<file path="src/rtl/quad_decoder.sv">
// Quadrature encoder front end: pin synchronisers, strobe-paced debounce, Gray decode, wrapping count.
// Build option: define ENCODER_X4_EN to count every legal transition (x4); otherwise only steps into 00 count (x1).
module quad_decoder #(
   parameter int WIDTH = 8,
   parameter int DEPTH = 3
) (
   input  logic             clk,
   input  logic             rst_n,
   input  logic             strobe,
   input  logic             enc_a,
   input  logic             enc_b,
   input  logic             clr,
   output logic [WIDTH-1:0] count,
   output logic             dir,
   output logic             step,
   output logic             err
);

   // The incoming sample is the newest window entry, so only DEPTH-1 older samples are stored.
   localparam int HW = 2 * (DEPTH - 1);
   localparam logic [WIDTH-1:0] ONE = WIDTH'(1);

   logic             a_meta_q, a_meta_d, a_s_q, a_s_d;
   logic             b_meta_q, b_meta_d, b_s_q, b_s_d;
   logic [HW-1:0]    hist_q, hist_d;
   logic [1:0]       deb_q, deb_d;
   logic             primed_q, primed_d;
   logic [WIDTH-1:0] count_q, count_d;
   logic             dir_q, dir_d;
   logic             step_q, step_d;
   logic             err_q, err_d;

   logic [1:0] sample;
   logic       match, accept, fwd, rev, illegal, count_en, counted;

   always_comb begin
      a_meta_d = enc_a;
      a_s_d    = a_meta_q;
      b_meta_d = enc_b;
      b_s_d    = b_meta_q;
      sample   = {a_s_q, b_s_q};

      match = 1'b1;
      for (int i = 0; i < DEPTH - 1; i++) begin
         if (hist_q[2*i +: 2] != sample) match = 1'b0;
      end
      accept = strobe && match && (sample != deb_q);
      hist_d = strobe ? HW'({hist_q, sample}) : hist_q;

      fwd = 1'b0;
      rev = 1'b0;
      case ({deb_q, sample})
         4'b00_10, 4'b10_11, 4'b11_01, 4'b01_00: fwd = 1'b1;
         4'b10_00, 4'b11_10, 4'b01_11, 4'b00_01: rev = 1'b1;
         default: ;
      endcase
      illegal = ((deb_q ^ sample) == 2'b11);
`ifdef ENCODER_X4_EN
      count_en = 1'b1;
`else
      count_en = (sample == 2'b00);
`endif
      // The first acceptance after reset only loads deb.
      counted = accept && primed_q && (fwd || rev) && count_en;

      deb_d    = accept ? sample : deb_q;
      primed_d = primed_q | accept;
      dir_d    = counted ? fwd : dir_q;
      step_d   = counted && !clr;
      err_d    = err_q | (accept && primed_q && illegal);
      count_d  = count_q;
      if (counted) count_d = fwd ? count_q + ONE : count_q - ONE;
      if (clr) begin
         count_d = '0;
         err_d   = 1'b0;
      end
   end

   always_ff @(posedge clk) begin
      if (!rst_n) begin
         a_meta_q <= 1'b0;
         a_s_q    <= 1'b0;
         b_meta_q <= 1'b0;
         b_s_q    <= 1'b0;
         hist_q   <= '0;
         deb_q    <= 2'b00;
         primed_q <= 1'b0;
         count_q  <= '0;
         dir_q    <= 1'b0;
         step_q   <= 1'b0;
         err_q    <= 1'b0;
      end else begin
         a_meta_q <= a_meta_d;
         a_s_q    <= a_s_d;
         b_meta_q <= b_meta_d;
         b_s_q    <= b_s_d;
         hist_q   <= hist_d;
         deb_q    <= deb_d;
         primed_q <= primed_d;
         count_q  <= count_d;
         dir_q    <= dir_d;
         step_q   <= step_d;
         err_q    <= err_d;
      end
   end

   assign count = count_q;
   assign dir   = dir_q;
   assign step  = step_q;
   assign err   = err_q;

endmodule

</file>
<file path="config.mk">
export PLATFORM = sky130hd
export DESIGN_NAME = quad_decoder
export DESIGN_NICKNAME = d
export VERILOG_FILES = /design/src/rtl/quad_decoder.sv
export SDC_FILE = /design/constraint.sdc
export NUM_CORES = 1
export LEC_CHECK = 0
export BUFFER_PORTS_ARGS = -buffer_cell sky130_fd_sc_hd__buf_2
export CORE_ASPECT_RATIO = 1.75
export CORE_MARGIN = 2
export CORE_UTILIZATION = 50
export DETAILED_ROUTE_END_ITERATION = 12
export PLACE_DENSITY = 0.74
export SYNTH_ARGS = -nofsm -noshare
export SYNTH_HDL_FRONTEND = slang
export SYNTH_SLANG_ARGS = --single-unit
</file>
<file path="constraint.sdc">
create_clock -name clk -period 5.1 [get_ports clk]
set_input_delay 1.02 -clock clk [delete_from_list [all_inputs] [get_ports clk]]
set_output_delay 1.02 -clock clk [all_outputs]
set_load 0.05 [all_outputs]
</file>
==> results.ini <==
[status]
run_status=finished, final reports clean

[setup_path]
cp-end-kind=flip-flop
worst_ep_required_time_ns=5.31
cp_cell_sequence=xor2_1 > nand2_1 > ha_1 > a211oi_1 > o211ai_1 > a2111oi_0 > o21ai_0 > nand4b_1
worst_path_dominant_cell_family=compound AO/OA/AOI/OAI gates
reg2reg_setup_slack_ns=2.54
slowest_stage=dfxtp_1
worst-r2r-cell-count=8
critPathKind=reg2reg
worst_setup_path_startpoint=a_s_q
worst_ep_arrival_ns=2.77
path_buf_inv=0
critical_path.reg2reg.startpoint=a_s_q
worstSetupStartpointType=flip-flop
slowest_delay_ns=0.51
critical_path_peak_fanout=8
path_depth=8

[drt]
drt_drc_violations_left=0
detail_route.wirelength_um=2520
antenna_violating_nets_post_route=0
drtPass1Iterations=4
initialDrtViolationCount=18
wire_per_inst_um=14.8
viasPerCell=5.63
num_vias=957

[synth]
synthCells=131
yosysTopAreaCellShare_pct=35.7
postSynthNetCount=144
synthTopCellsByArea=dfxtp_1, mux2i_1, ha_1, nor2b_1, nor2_1
synth_seq_area_share_pct=35.7
postSynthAreaPerCell_um2=9.41
synth_area_um2=1230
synth-seq-cells=22
synthesis.yosys.warnings=0
ys_types=39
netlist.top_cell.by_area=dfxtp_1

[clocking]
clk_latency_ns=0.27
cts_hold_repair.buffers=0
cts-resized-gates=0
cts_clk_pin_slew_worst_paths_ns=0.08
clk_root_buffer_cell=clkbuf_8
cts_inserted_buffers=3
tritoncts=built
cts_max_level=1
postCtsSetupBuffers=0
cts_max_path_buffers=2
clock_sink_count=22

[floorplan]
floorplan.io_pins=17
row_count=23
initial_utilization_pct=53.5
coreArea_um2=2300
die_height_um=69.7
fp.dieW_um=41.5
die_area_um2=2890

[global_route]
grtUsageTotal_pct=18.8
grt-ovfl-total=0
global_route_wire_length_before_repair_um=4200
grt_start_max_net_pins=14
first_global_vias=972
initial_antenna_violation_count=0

[layout]
most-common-layout-cells=dfxtp_1, buf_2, mux2i_1
mostFrequentLayoutCell=dfxtp_1
num-nets-final=159
finalCoreUtilization_pct=59.2
drive_gt1_share_pct=18.6
syn2layout_area_growth_pct=10.7
antennaDiodeCount=0

[placed_design]
place.port_buffers=16
place.gp.congestion=0.794
post-dp-hpwl_um=1900

[timing]
timing.slew.headroom_pct=56.4
timing.setup.tns_ns=0
report.final.setup_viol=0
worst_clock_skew_ns=0.00614
min_period_ns=2.56
fmaxAchievable_ghz=0.391
unrepaired_setup_endpoints_after_global_routing=false
final-max-slew-violation-count=0
finalCritPeriodShare_pct=50.1
worst_pin_slew_ns=0.654
finalHoldViolations=0

[worst_hold_path]
hp-class=reg2reg
hold_depth=1
min_from=b_meta_q

[power_and_ir_drop]
power-per-cell-area_nw_per_um2=243
vdd.ir_drop.worst_v=0.000214
cellLeakagePower_uw=0.000533

[flow_run]
number_of_violations_of_the_max_capacitance_limit=0

per-layer routing:
metal | GRT usage, % | vias to the layer above | wire (µm)
met4 | 11.5 | 0 | 51
met5 | 0 | - | 0
met3 | 3.91 | 5 | 81
met2 | 35.2 | 18 | 1460
met1 | 17.7 | 444 | 926
li1 | - | 490 | -
synth_stat cells:
library cell	count
a2111oi_0	2
a211oi_1	1
a21o_1	1
a21oi_1	6
a21oi_2	2
a41oi_1	1
and2_1	4
and3_1	1
and4_1	1
buf_2	1
buf_4	1
buf_6	1
clkbuf_1	3
dfxtp_1	22
fa_1	1
ha_1	6
inv_1	6
mux2_2	1
mux2i_1	12
nand2_1	4
nand2b_1	4
nand4_1	1
nand4b_1	1
nor2_1	10
nor2b_1	9
nor2b_4	1
nor3_1	2
nor3b_1	3
o2111ai_1	1
o2111ai_2	1
o211ai_1	2
o21a_1	2
o21ai_0	6
o21ai_1	1
o21ai_2	1
o31a_1	1
xnor2_1	4
xor2_1	3
xor2_2	1
sequential cells by signal, indices dropped and copies added (netlist names):
| name | flops |
|---|---|
| count | 8 |
| hist_q | 4 |
| deb_q | 2 |
| a_meta_q | 1 |
| a_s_q | 1 |
| b_meta_q | 1 |
| b_s_q | 1 |
| dir | 1 |
| err | 1 |
| primed_q | 1 |
| step | 1 |
power breakdown:
part / total [µW] / internal, µW / switching, µW
registers: 177 / 174 / 2.67
clock network: 128 / 69.1 / 58.9
logic: 26.1 / 11.3 / 14.8
path summary, 6_finish.rpt:
check / endpoint
max: count[7]
min: b_s_q
max reg2reg: count[7]
min reg2reg: b_s_q
final cells by class:
cell class / count / area (µm²)
inverters: 6 / 22.5
fillers: 213 / 938
multi-input cells: 97 / 734
clock buffers: 4 / 55.1
repair buffers: 16 / 80.1
flip-flops and latches: 22 / 440
well taps: 25 / 31.3
stage by stage:
step,setup slack [ns],total power (µW),cells,hold slack (ns),instance area (µm²)
2_1_floorplan,2.90,201,131,0.412,1230
3_3_place_gp,2.73,206,166,0.421,1310
3_5_place_dp,2.56,207,166,0.426,1310
4_1_cts,2.54,333,170,0.445,1360
5_1_grt,2.29,342,170,0.463,1360
6_report,2.54,331,170,0.440,1360
cell families after synthesis:
logic type / count (synthesis) / synth area share (%)
XOR/XNOR: 8 / 6.29
multiplexers: 13 / 10.7
AO/OA/AOI/OAI: 28 / 15.8
AND/OR/NAND/NOR: 41 / 19.1
flip-flops: 22 / 35.7
buffers and inverters: 12 / 4.67
adder cells (fa/ha/maj): 7 / 7.72
Note: power is estimated with default switching activity, not from simulation.
